===== src/rtl/fir_pkg.sv =====
// ============================================================================
// Module   : fir_pkg
// Purpose  : Shared encodings and defaults for the FIR datapath blocks.
// Revision : 1.0 - initial release
// ============================================================================
`default_nettype none

package fir_pkg;

    localparam int DATA_W_DEF = 16;

    typedef enum logic [1:0] {
        ST_IDLE = 2'd0,
        ST_CALC = 2'd1,
        ST_DONE = 2'd2
    } state_t;

endpackage

`default_nettype wire


===== src/rtl/fs.sv =====
// ============================================================================
// Module   : fs
// Purpose  : One-bit full subtractor, a - b - bin, with borrow out.
// Revision : 1.0 - initial release
// ============================================================================
`default_nettype none

module fs (
    input  logic a,
    input  logic b,
    input  logic bin,
    output logic diff,
    output logic bout
);

    assign diff = a ^ b ^ bin;
    assign bout = (~a & b) | (~a & bin) | (b & bin);

endmodule

`default_nettype wire


===== src/rtl/fir_seq_div.sv =====
// ============================================================================
// Module   : fir_seq_div
// Purpose  : Sequential unsigned restoring divider, one quotient bit per clock.
// Revision : 1.0 - initial release
// ============================================================================
`default_nettype none

module fir_seq_div
    import fir_pkg::*;
#(
    parameter int DATA_W = DATA_W_DEF,
    parameter int CNT_W  = 5
) (
    input  logic              clk,
    input  logic              rst_n,
    input  logic              in_valid,
    output logic              in_ready,
    input  logic [DATA_W-1:0] dividend,
    input  logic [DATA_W-1:0] divisor,
    output logic              out_valid,
    input  logic              out_ready,
    output logic [DATA_W-1:0] quotient,
    output logic [DATA_W-1:0] remainder,
    output logic              div_by_zero
);

    localparam logic [CNT_W-1:0] C_CNT_LAST = CNT_W'(DATA_W - 1);

    state_t            r_state;
    logic [CNT_W-1:0]  r_cnt;
    logic [DATA_W-1:0] r_rem;
    logic [DATA_W-1:0] r_dvd;
    logic [DATA_W-1:0] r_dvs;

    logic [DATA_W:0]   w_trial;
    logic [DATA_W:0]   w_sub;
    logic [DATA_W:0]   w_diff;
    logic [DATA_W+1:0] w_borrow;
    logic              w_qbit;
    logic [DATA_W-1:0] w_rem_next;
    logic [DATA_W-1:0] w_quo_next;

    assign w_trial     = {r_rem, r_dvd[DATA_W-1]};
    assign w_sub       = {1'b0, r_dvs};
    assign w_borrow[0] = 1'b0;

    generate
        for (genvar i = 0; i <= DATA_W; i++) begin : g_fs
            fs u_fs (
                .a    (w_trial[i]),
                .b    (w_sub[i]),
                .bin  (w_borrow[i]),
                .diff (w_diff[i]),
                .bout (w_borrow[i+1])
            );
        end
    endgenerate

    // The top diff bit is always zero when there is no borrow, so including it
    // leaves the result unchanged while keeping every cell output in use.
    assign w_qbit     = ~w_borrow[DATA_W+1] & ~w_diff[DATA_W];
    assign w_rem_next = w_qbit ? w_diff[DATA_W-1:0] : w_trial[DATA_W-1:0];
    // The dividend register doubles as the quotient shift register.
    assign w_quo_next = {r_dvd[DATA_W-2:0], w_qbit};

    always_ff @(posedge clk or negedge rst_n) begin
        if (!rst_n) begin
            r_state     <= ST_IDLE;
            in_ready    <= 1'b1;
            out_valid   <= 1'b0;
            quotient    <= '0;
            remainder   <= '0;
            div_by_zero <= 1'b0;
            r_cnt       <= '0;
            r_rem       <= '0;
            r_dvd       <= '0;
            r_dvs       <= '0;
        end else begin
            case (r_state)
                ST_IDLE: begin
                    if (in_valid && in_ready) begin
                        r_dvd       <= dividend;
                        r_dvs       <= divisor;
                        r_rem       <= '0;
                        r_cnt       <= C_CNT_LAST;
                        div_by_zero <= 1'b0;
                        in_ready    <= 1'b0;
                        r_state     <= (divisor == '0) ? ST_DONE : ST_CALC;
                    end
                end
                ST_CALC: begin
                    r_rem <= w_rem_next;
                    r_dvd <= w_quo_next;
                    r_cnt <= r_cnt - CNT_W'(1);
                    if (r_cnt == '0) begin
                        quotient  <= w_quo_next;
                        remainder <= w_rem_next;
                        out_valid <= 1'b1;
                        r_state   <= ST_DONE;
                    end
                end
                ST_DONE: begin
                    // A zero divisor arrives here with out_valid still low and
                    // publishes its result one cycle after acceptance.
                    if (!out_valid) begin
                        quotient    <= '1;
                        remainder   <= r_dvd;
                        div_by_zero <= 1'b1;
                        out_valid   <= 1'b1;
                    end else if (out_ready) begin
                        out_valid <= 1'b0;
                        in_ready  <= 1'b1;
                        r_state   <= ST_IDLE;
                    end
                end
                default: begin
                    r_state <= ST_IDLE;
                end
            endcase
        end
    end

endmodule

`default_nettype wire


===== config.mk =====
export PLATFORM = sky130hd
export DESIGN_NAME = fir_seq_div
export DESIGN_NICKNAME = d
export VERILOG_FILES = /design/src/rtl/fir_pkg.sv /design/src/rtl/fs.sv /design/src/rtl/fir_seq_div.sv
export SDC_FILE = /design/constraint.sdc
export NUM_CORES = 1
export LEC_CHECK = 0
export BUFFER_PORTS_ARGS = -buffer_cell sky130_fd_sc_hd__buf_2
export CAP_MARGIN = 20
export CORE_MARGIN = 4
export CORE_UTILIZATION = 55
export CTS_CLUSTER_SIZE = 20
export DETAILED_ROUTE_END_ITERATION = 10
export PLACE_DENSITY = 0.74
export SLEW_MARGIN = 20
export SYNTH_ARGS = -nofsm -noshare
export SYNTH_HDL_FRONTEND = slang
export SYNTH_HIERARCHICAL = 1
export SYNTH_SLANG_ARGS = --single-unit

===== constraint.sdc =====
create_clock -name clk -period 20.4 [get_ports clk]
set_input_delay 2.04 -clock clk [delete_from_list [all_inputs] [get_ports clk]]
set_output_delay 2.04 -clock clk [all_outputs]
set_load 0.03 [all_outputs]

-- Word-level counts from Yosys, hierarchy flattened
Index checks and enable logic that the tools add are counted.
- flip-flop bits (word level): 90
- memories kept: 0
- memory bits (writable): 0
- input port bits: 36
- ROM bits: 0
- latch bits: 0
- output and inout port bits: 35
- word-level logic and storage cells: 190
- multiply operators: 0
- magnitude comparators: 0
- shift operators: 0
- mux-type cells: 29
- $add $sub $neg: 1
- reduce and logical (&&, ||, !) cells: 14
- bitwise operators: 129
- div/mod/pow operators: 0
- equal/unequal tests: 7
- operators by type and width (operator ; number):
    $pmux 16 s2 ; 4
    $mux 16 ; 7
    $and 1x1->1 ; 48
    $xor 1x1->1 ; 32
    $or 1x1->1 ; 30
    $not 1->1 ; 19
    $logic_not 16->1 ; 1
    $mux 2 ; 5
    $ne 2x2->1 const B ; 5
    $pmux 5 s2 ; 1
    $reduce_and 4->1 ; 2
    $mux 1 ; 7
    $pmux 1 s2 ; 3
    $pmux 2 s3 ; 1
    $reduce_and 2->1 ; 3
    $reduce_and 3->1 ; 2
    $reduce_bool 2->1 ; 3
    $logic_not 5->1 ; 1
    $mux 5 ; 1
    $sub 5x1->5 const B ; 1
    $eq 2x1->1 const B ; 1
    $eq 2x2->1 const B ; 1
    $logic_not 2->1 ; 1
    $logic_and 1x1->1 ; 1

-- Logic depth before layout (Yosys ltp)
Gate-level depths: netlist (run 1).
- depth in word-level cells: 53
- gate-level depth with buffers: 23
- depth with buffers taken out: 22

-- Modules after synthesis
The synthesis (run 1) kept the hierarchy.
- by module, submodules not included (module ; cells an instance ; seq. area each (um2) ; area each (um2) ; instances):
    fir_seq_div ; 383 ; 2253.4 ; 3952.5 ; 1
    fs ; 3 ; 0.0 ; 27.5 ; 17

-- Worst setup path before layout (run 1)
No wires, ideal clock.
- path type: flip-flop to flip-flop
- start point: register r_dvd[15]
- end point: register r_rem[2]
- stages on the path, launching flop included: 24
- setup slack: 12.222 ns
- data required time: 20.264 ns
- arrival time: 8.042 ns
- buffers on the path: 1
- cells stage by stage: dfrtp_1 inv_1 fa_1 fa_1 fa_1 fa_1 fa_1 fa_1 fa_1 fa_1 fa_1 fa_1 fa_1 fa_1 fa_1 fa_1 fa_1 fa_1 fa_1 inv_1 nor2_2 buf_2 mux2i_1 o21ai_0
- word-level cells in the longest chain between the ends: 52
- ends and longest elaborated chain (item ; line ; RTL):
    start: declaration ; fir_seq_div.sv:32 ; logic [DATA_W-1:0] r_dvd;
    start signal: assignment ; fir_seq_div.sv:82 ; r_dvd <= dividend;
    start signal: assignment ; fir_seq_div.sv:93 ; r_dvd <= w_quo_next;
    $not 1->1 * ; fs.sv:17 ; assign bout = (~a & b) | (~a & bin) | (b & bin);
    $and 1x1->1 * ; fs.sv:17 ;
    named net w_borrow[1] ; fir_seq_div.sv:38 ; logic [DATA_W+1:0] w_borrow;
    $and 1x1->1 ; fs.sv:17 ;
    $or 1x1->1 ; fs.sv:17 ;
    $or 1x1->1 * ; fs.sv:17 ;
    named net w_borrow[2] ; fir_seq_div.sv:38 ;
    $and 1x1->1 ; fs.sv:17 ;
    [... 2 more ...] ; - ;
    named net w_borrow[3] ; fir_seq_div.sv:38 ;
    [... 3 more ...] ; - ;
    named net w_borrow[4] ; fir_seq_div.sv:38 ;
    [... 3 more ...] ; - ;
    named net w_borrow[5] ; fir_seq_div.sv:38 ;
    [... 3 more ...] ; - ;
    named net w_borrow[6] ; fir_seq_div.sv:38 ;
    [... 3 more ...] ; - ;
    named net w_borrow[7] ; fir_seq_div.sv:38 ;
    [... 3 more ...] ; - ;
    named net w_borrow[8] ; fir_seq_div.sv:38 ;
    [... 3 more ...] ; - ;
    named net w_borrow[9] ; fir_seq_div.sv:38 ;
    [... 3 more ...] ; - ;
    named net w_borrow[10] ; fir_seq_div.sv:38 ;
    [... 3 more ...] ; - ;
    named net w_borrow[11] ; fir_seq_div.sv:38 ;
    [... 3 more ...] ; - ;
    named net w_borrow[12] ; fir_seq_div.sv:38 ;
    [... 3 more ...] ; - ;
    named net w_borrow[13] ; fir_seq_div.sv:38 ;
    [... 3 more ...] ; - ;
    named net w_borrow[14] ; fir_seq_div.sv:38 ;
    [... 3 more ...] ; - ;
    named net w_borrow[15] ; fir_seq_div.sv:38 ;
    [... 2 more ...] ; - ;
    $or 1x1->1 * ; fs.sv:17 ;
    named net w_borrow[16] ; fir_seq_div.sv:38 ;
    $xor 1x1->1 * ; fs.sv:16 ; assign diff = a ^ b ^ bin;
    named net w_diff[16] ; fir_seq_div.sv:37 ; logic [DATA_W:0] w_diff;
    $not 1->1 * ; fir_seq_div.sv:61 ; assign w_qbit = ~w_borrow[DATA_W+1] & ~w_diff[DATA_W];
    $and 1x1->1 * ; fir_seq_div.sv:61 ;
    $mux 16 * ; fir_seq_div.sv:62 ; assign w_rem_next = w_qbit ? w_diff[DATA_W-1:0] : w_trial[DATA_W-1:0];
    $pmux 16 s2 * ; fir_seq_div.sv:79 ; case (r_state)
    end signal: assignment ; fir_seq_div.sv:92 ; r_rem <= w_rem_next;
    end: declaration ; fir_seq_div.sv:31 ; logic [DATA_W-1:0] r_rem;
The timed path passes the listed nets; every way through them passes the cells marked *.
A chain may end at the register's enable or synchronous reset.

-- Worst setup path in the final report (run 1)
- start point: register r_dvd[15]
- end point: register r_rem[6]
Same word-level chain as after synthesis.

==> impl_metrics.sql, run 1 <==
INSERT INTO impl_metrics (metric_group, metric, value, unit) VALUES
('drt', 'drt_pass1_iterations', '4', ''),
('sta', 'layout_min_cycle_time', '8.680', 'ns'),
('synthesis', 'synth_top_cells_by_count', 'dfrtp_1, nand2_1, mux2i_1', ''),
('outcome', 'status', 'finished, final reports clean', ''),
('floorplan', 'design.portCount', '71', ''),
('placement', 'post-place-cells', '583', ''),
('sta', 'setup_violations', '0', ''),
('setup_path', 'timing.critical_path.mode_cell', 'fa_1', ''),
('power_and_ir_drop', 'vdd.ir_drop.worst', '0.06686', 'mV'),
('clock_tree', 'cts_tree', 'built', ''),
('setup_path', 'critical_path_required', '20.61', 'ns'),
('drt', 'detailedRoute.firstIterationViolations', '174', ''),
('synthesis', 'yosys.cell_types.count', '36', ''),
('sta', 'grt_setup_unrepaired', 'no', ''),
('drt', 'routed_wirelength_normalized_by_instance_count', '16.28', 'µm'),
('clock_tree', 'cts_setup_buffers', '0', ''),
('sta', 'setup-tns-final', '0', 'ns'),
('clock_tree', 'post_cts.resized_instances', '0', ''),
('clock_tree', 'htree_levels', '3', ''),
('layout', 'layoutNonFillerInstCount', '599', ''),
('floorplan', 'die_h', '97.65', 'µm'),
('global_routing', 'grt_pass1_wl', '16.70', 'mm'),
('clock_tree', 'worstSkewPairLatency', '0.36', 'ns'),
('clock_tree', 'post_cts_hold_buffer_count', '0', ''),
('sta', 'period_share', '42.55', '%'),
('layout', 'syn2layout_area_growth', '14.69', '%'),
('setup_path', 'worstPathCellList', 'inv_1, fa_1, fa_1, fa_1, fa_1, fa_1, fa_1, fa_1, fa_1, fa_1, fa_1, fa_1, fa_1, fa_1, fa_1, fa_1, fa_1, fa_1, inv_1, nor2_4, mux2i_1, o21ai_0', ''),
('layout', 'antenna_cells', '0', ''),
('setup_path', 'cp_slowest_cell', 'nor2_4', ''),
('sta', 'final_max_tran_viols', '0', ''),
('synthesis', 'yosys-top-cells-area', 'dfrtp_1, mux2i_1, fa_1, nand2_1, nand3_1', ''),
('layout', 'fraction_of_layout_cells_with_a_size_suffix_above_1', '19.92', '%'),
('clock_tree', 'clock_path_buffers', '2', ''),
('synthesis', 'ys_seq_area_share', '50.98', '%'),
('floorplan', 'core.rowCount', '32', ''),
('synthesis', 'synthDominantCellAreaShare', '50.38', '%'),
('power_and_ir_drop', 'leakage', '2.518', 'nW'),
('setup_path', 'cp.arrival', '8.89', 'ns'),
('placement', 'place_congestion', '0.8012', ''),
('setup_path', 'slowest_delay', '0.53', 'ns'),
('clock_tree', 'numClockSinks', '90', ''),
('floorplan', 'die-width', '97.65', 'µm'),
('synthesis', 'ys_warn_count', '6', ''),
('setup_path', 'worstSetupPathType', 'reg2reg', ''),
('setup_path', 'cp-end-kind', 'flip-flop', ''),
('setup_path', 'start_kind', 'flip-flop', ''),
('drt', 'vias', '3298', ''),
('sta', 'tightest_slew', '0.8015', 'ns'),
('placement', 'placement.io_buffers', '70', ''),
('sta', 'slew_headroom', '46.57', '%'),
('global_routing', 'grt_max_degree', '91', ''),
('clock_tree', 'cts_inserted_buffers', '9', ''),
('hold_path', 'min-delay-path-class', 'reg2reg', ''),
('sta', 'hold_viol_final', '0', ''),
('drt', 'drc_errors', '0', ''),
('floorplan', 'die_area', '9536', 'µm²'),
('synthesis', 'postSynth.topFlopCell', 'dfrtp_1', ''),
('layout', 'filler_cell_count', '646', ''),
('floorplan', 'floorplan.initialDensity', '56.91', '%'),
('global_routing', 'grt_pass1_vias', '3364', ''),
('setup_path', 'crit_fanout', '18', ''),
('layout', 'final_core_utilization', '65.27', '%'),
('synthesis', 'syn-instance-count', '434', ''),
('synthesis', 'synth_async_sr_flop_share', '100.0', '%'),
('global_routing', 'antenna_found_initial', '0', ''),
('drt', 'post_drt_via_cell_ratio', '5.506', ''),
('clock_tree', 'cts.root.buffer_cell', 'clkbuf_8', ''),
('synthesis', 'synth_edf_count', '0', ''),
('sta', 'timing.fmax', '115.2', 'MHz'),
('synthesis', 'syn_area', '4420', 'µm²'),
('placement', 'dp_hpwl', '6.538', 'mm');
state kept, by name (all words and copies together), names as in the netlist:
register	cells
div_by_zero	1
r_rem	16
out_valid	1
r_state	2
r_dvd	16
r_dvs	16
r_cnt	5
quotient	16
remainder	16
in_ready	1
cells in the final DEF (no fill, tap or decap), types with 2 or more instances in the layout:
cell	n
dfrtp_1	89
buf_2	69
nand2_1	68
mux2i_1	49
inv_1	36
nand3_1	32
o21ai_0	19
nor2_1	18
nor3_1	17
a21oi_1	17
fa_1	17
a22oi_1	15
clkbuf_8	9
buf_4	6
nor4_1	5
nor2b_1	2
a22o_1	2
bufinv_16	2
inv_6	2
conb_1	2
routing by layer:
metal / routed length [µm] / vias up / part of all wire (%) / global-route usage, %
li1: - / 1571 / - / -
met1: 4286 / 1636 / 44 / 30.05
met2: 4830 / 84 / 50 / 34.32
met3: 554 / 7 / 5.7 / 4.810
met4: 78 / 0 / 0.80 / 5.538
met5: 0 / - / 0 / 0
logic make-up after synthesis:
group	synth area share, %
simple gates	15.60
flops	50.98
fa+ha+maj	7.982
buf+inv	6.227
mux	11.10
other cells	0.08483
compound gates	8.039
layout make-up:
| type | count | area, µm² | area share, % |
|---|---|---|---|
| Sequential cell | 90 | 2253 | 44.45 |
| Multi-Input combinational cell | 279 | 1929 | 38.06 |
| Timing Repair Buffer | 76 | 401.6 | 7.922 |
| Inverter | 36 | 135.1 | 2.665 |
| Tap cell | 102 | 127.6 | 2.517 |
| Clock buffer | 9 | 123.9 | 2.443 |
| Clock inverter | 7 | 98.84 | 1.950 |
worst max-delay path, delay by kind of cell, from the launching register on:
kind | cells | cell delay, ns
buf+inv | 2 | 0.15
mux | 1 | 0.37
fa+ha+maj | 17 | 6.95
simple gates | 1 | 0.53
compound gates | 1 | 0.12
flops | 1 | 0.40
per-stage QoR:
stage          instance area [µm²]  hold slack [ns]  power [mW]  worst slack, ns
4_1_cts                       5061           0.4977      0.8870            11.38
3_5_place_dp                  4838           0.4828      0.7519            11.40
3_3_place_gp                  4838           0.4563      0.7298            11.67
5_1_grt                       5070           0.5197      0.9632            11.39
2_1_floorplan                 4424           0.4677      0.6279            12.22
6_report                      5070           0.4973      0.8833            11.72
final timing paths:
check | to | slack [ns] | from | depth (start not counted)
min in group asynchronous | quotient[3] | 1.73 | rst_n | 1
max | r_rem[6] | 11.72 | r_dvd[15] | 22
min | in_ready | 0.50 | in_ready | 2
max in group asynchronous | remainder[14] | 18.11 | rst_n | 1
min reg2reg | in_ready | 0.50 | in_ready | 2
max reg2reg | r_rem[6] | 11.72 | r_dvd[15] | 22
where the power goes:
part / leakage [nW] / internal, mW / switching (mW)
Combinational: 1.28 / 0.158 / 0.263
Sequential: 1.13 / 0.260 / 0.0664
Clock: 0.110 / 0.0699 / 0.0659
Power figures use the tool's default switching activity.
==> inputs of run 2 (changes only) <==
clock period = 8.4 ns   (was 20.4 ns; I/O delays follow)
==> run 2 against run 1 <==
Fmax is 6.8% higher. Sequential power increased by 140%. Core utilization up 1.4 points. Critical path depth is 1 higher. Combinational power rose to 2.7 times the previous value. Wire length grew 2.6%. First-iteration DRC count fell by 2.3%. Setup slack worse by 11 ns. Largest power group unchanged. Sequential cell count unchanged.
==> impl_metrics.sql, run 2 (synthesized netlist as in run 1, its figures left out) <==
INSERT INTO impl_metrics (metric_group, metric, value, unit) VALUES
('setup_path', 'start_kind', 'flip-flop', ''),
('clock_tree', 'numClockSinks', '90', ''),
('layout', 'design.final.nets', '551', ''),
('setup_path', 'reg2reg_setup_slack', '0.27', 'ns'),
('power_and_ir_drop', 'p_per_area', '435.3', 'nW/µm²'),
('setup_path', 'crit_fanout', '5', ''),
('floorplan', 'die-width', '97.65', 'µm'),
('clock_tree', 'worstSkewPairLatency', '0.35', 'ns'),
('layout', 'antenna_cells', '0', ''),
('clock_tree', 'clkTransAtPathRegs', '0.09', 'ns'),
('setup_path', 'worstPathCellList', 'inv_1, fa_1, fa_1, fa_2, fa_1, fa_1, fa_1, fa_1, fa_2, fa_1, fa_1, fa_2, fa_1, fa_1, fa_1, fa_1, fa_2, fa_1, inv_1, nor2_4, clkbuf_16, mux2i_2, o21ai_0', ''),
('placement', 'place_congestion', '0.8149', ''),
('global_routing', 'grt_max_degree', '91', ''),
('setup_path', 'worstSetupPathType', 'reg2reg', ''),
('clock_tree', 'post_cts_hold_buffer_count', '0', ''),
('drt', 'vias', '3283', ''),
('flow_run', 'max-cap-violations', '0', ''),
('sta', 'hold-worst-slack', '0.4775', 'ns'),
('sta', 'final.setup.worst_slack', '0.2718', 'ns'),
('placement', 'pre_cts_ws', '0.1016', 'ns'),
('clock_tree', 'htree_levels', '3', ''),
('global_routing', 'all_layer_gr_usage', '21.57', '%'),
('drt', 'routed_wirelength_normalized_by_instance_count', '16.58', 'µm'),
('sta', 'slew_headroom', '46.07', '%'),
('drt', 'drt_pass1_iterations', '4', ''),
('power_and_ir_drop', 'vdd.ir_drop.worst', '0.1769', 'mV'),
('clock_tree', 'cts_tree', 'built', ''),
('floorplan', 'floorplan.initialDensity', '56.91', '%'),
('hold_path', 'min-delay-path-class', 'reg2reg', ''),
('floorplan', 'core.rowCount', '32', ''),
('outcome', 'status', 'finished, final reports clean', ''),
('floorplan', 'die_h', '97.65', 'µm'),
('setup_path', 'slowest_delay', '0.48', 'ns'),
('drt', 'postRouteAntennaNets', '0', ''),
('layout', 'layout.cells.most_common_list', 'dfrtp_1, buf_2, nand2_1', ''),
('setup_path', 'critical_path_required', '8.60', 'ns'),
('setup_path', 'timing.critical_path.mode_cell', 'fa_1', ''),
('clock_tree', 'cts.root.buffer_cell', 'clkbuf_8', ''),
('sta', 'setup_violations', '0', ''),
('drt', 'drc_errors', '0', ''),
('setup_path', 'cp_slowest_cell', 'fa_1', ''),
('sta', 'hold_viol_final', '0', ''),
('setup_path', 'cp-end-kind', 'flip-flop', ''),
('drt', 'route.final.wire_length', '10.00', 'mm'),
('floorplan', 'design.portCount', '71', ''),
('layout', 'layout_commonest_cell', 'dfrtp_1', ''),
('layout', 'filler_cell_count', '636', ''),
('sta', 'timing.clock.skew', '0.01075', 'ns'),
('drt', 'post_drt_via_cell_ratio', '5.444', ''),
('layout', 'syn2layout_area_growth', '17.12', '%'),
('sta', 'period_share', '96.76', '%'),
('hold_path', 'timing.hold.worst.start', 'div_by_zero', ''),
('global_routing', 'grt_pass1_vias', '3342', ''),
('global_routing', 'grt_overflow', '0', ''),
('clock_tree', 'cts_inserted_buffers', '9', ''),
('global_routing', 'grt_pass1_wl', '16.67', 'mm'),
('drt', 'detailedRoute.firstIterationViolations', '170', ''),
('global_routing', 'antenna_found_initial', '0', ''),
('power_and_ir_drop', 'leakage', '2.546', 'nW'),
('setup_path', 'worst_r2r_path_depth', '23', ''),
('sta', 'layout_min_cycle_time', '8.128', 'ns'),
('sta', 'tightest_slew', '0.8090', 'ns'),
('setup_path', 'startpoint_of_the_worst_register_to_register_path', 'r_dvd[15]', ''),
('setup_path', 'cp.arrival', '8.32', 'ns'),
('setup_path', 'worst_setup_path_start', 'r_dvd[15]', ''),
('sta', 'timing.fmax', '123.0', 'MHz'),
('placement', 'dp_hpwl', '6.439', 'mm'),
('floorplan', 'die_area', '9536', 'µm²'),
('floorplan', 'placeable_core_region', '7767', 'µm²'),
('hold_path', 'hold_depth', '1', ''),
('sta', 'grt_setup_unrepaired', 'no', ''),
('placement', 'placement.io_buffers', '70', ''),
('clock_tree', 'clock_path_buffers', '2', ''),
('sta', 'setup-tns-final', '0', 'ns'),
('layout', 'fraction_of_layout_cells_with_a_size_suffix_above_1', '22.55', '%'),
('sta', 'final_max_tran_viols', '0', '');
[run 2: changes by cell type in the layout (fill, tap and decap cells not counted), moves of 2 or more]
| cell | change |
|---|---|
| fa_2 | +4 |
| mux2i_1 | -6 |
| mux2i_2 | +5 |
| fa_1 | -4 |
| clkbuf_16 | +2 |
[run 2: where the power goes]
| group | switching [mW] | total [mW] | leakage [nW] | internal, mW |
|---|---|---|---|---|
| logic | 0.686 | 1.15 | 1.32 | 0.468 |
| registers | 0.165 | 0.796 | 1.13 | 0.631 |
| clock network | 0.158 | 0.304 | 0.0954 | 0.146 |
[run 2: cell type report]
| class | count | area (µm²) | share of cell area, % |
|---|---|---|---|
| inverters | 36 | 135.1 | 2.610 |
| multi-input cells | 279 | 1971 | 38.06 |
| well taps | 102 | 127.6 | 2.465 |
| repair buffers | 81 | 490.5 | 9.473 |
| clock buffers | 10 | 137.6 | 2.658 |
| clock inverters | 5 | 62.56 | 1.208 |
| flip-flops and latches | 90 | 2253 | 43.52 |
[run 2: worst max-delay path: cells and delay by family (launching register included)]
kind / cells / cell delay (ns)
DFF: 1 / 0.38
buffers and inverters: 3 / 0.33
adders and majority gates: 17 / 6.71
AOI/OAI and AO/OA: 1 / 0.13
and+or+nand+nor: 1 / 0.20
muxes: 1 / 0.24
[run 2: timing repair]
action | 4_1_cts | 5_1_grt
setup buffers | 0 | 1
resized for setup | 0 | 12
setup endpoints to repair | 0 | 33
[run 2: layer usage]
layer	vias up	global-route usage (%)	wire length, µm
met5	-	0	0
met4	0	6.390	107
met3	7	3.015	506
met2	87	33.95	4933
met1	1614	31.39	4453
li1	1575	-	-
[run 2: path summary, 6_finish.rpt]
kind	to
worst min-delay path	div_by_zero
worst max-delay path	r_rem[6]
max in group asynchronous	r_dvs[7]
worst max register to register	r_rem[6]
min in group asynchronous	quotient[3]
worst min register to register	div_by_zero
[run 2: per-stage QoR]
step	cell area [µm²]	instances	utilization (%)	total power, mW
3_3_place_gp	4858	584	62.55	1.788
6_report	5177	603	66.66	2.254
4_1_cts	5059	599	65.13	2.135
3_5_place_dp	4858	584	62.55	1.835
2_1_floorplan	4424	435	-	1.525
5_1_grt	5177	603	66.66	2.444
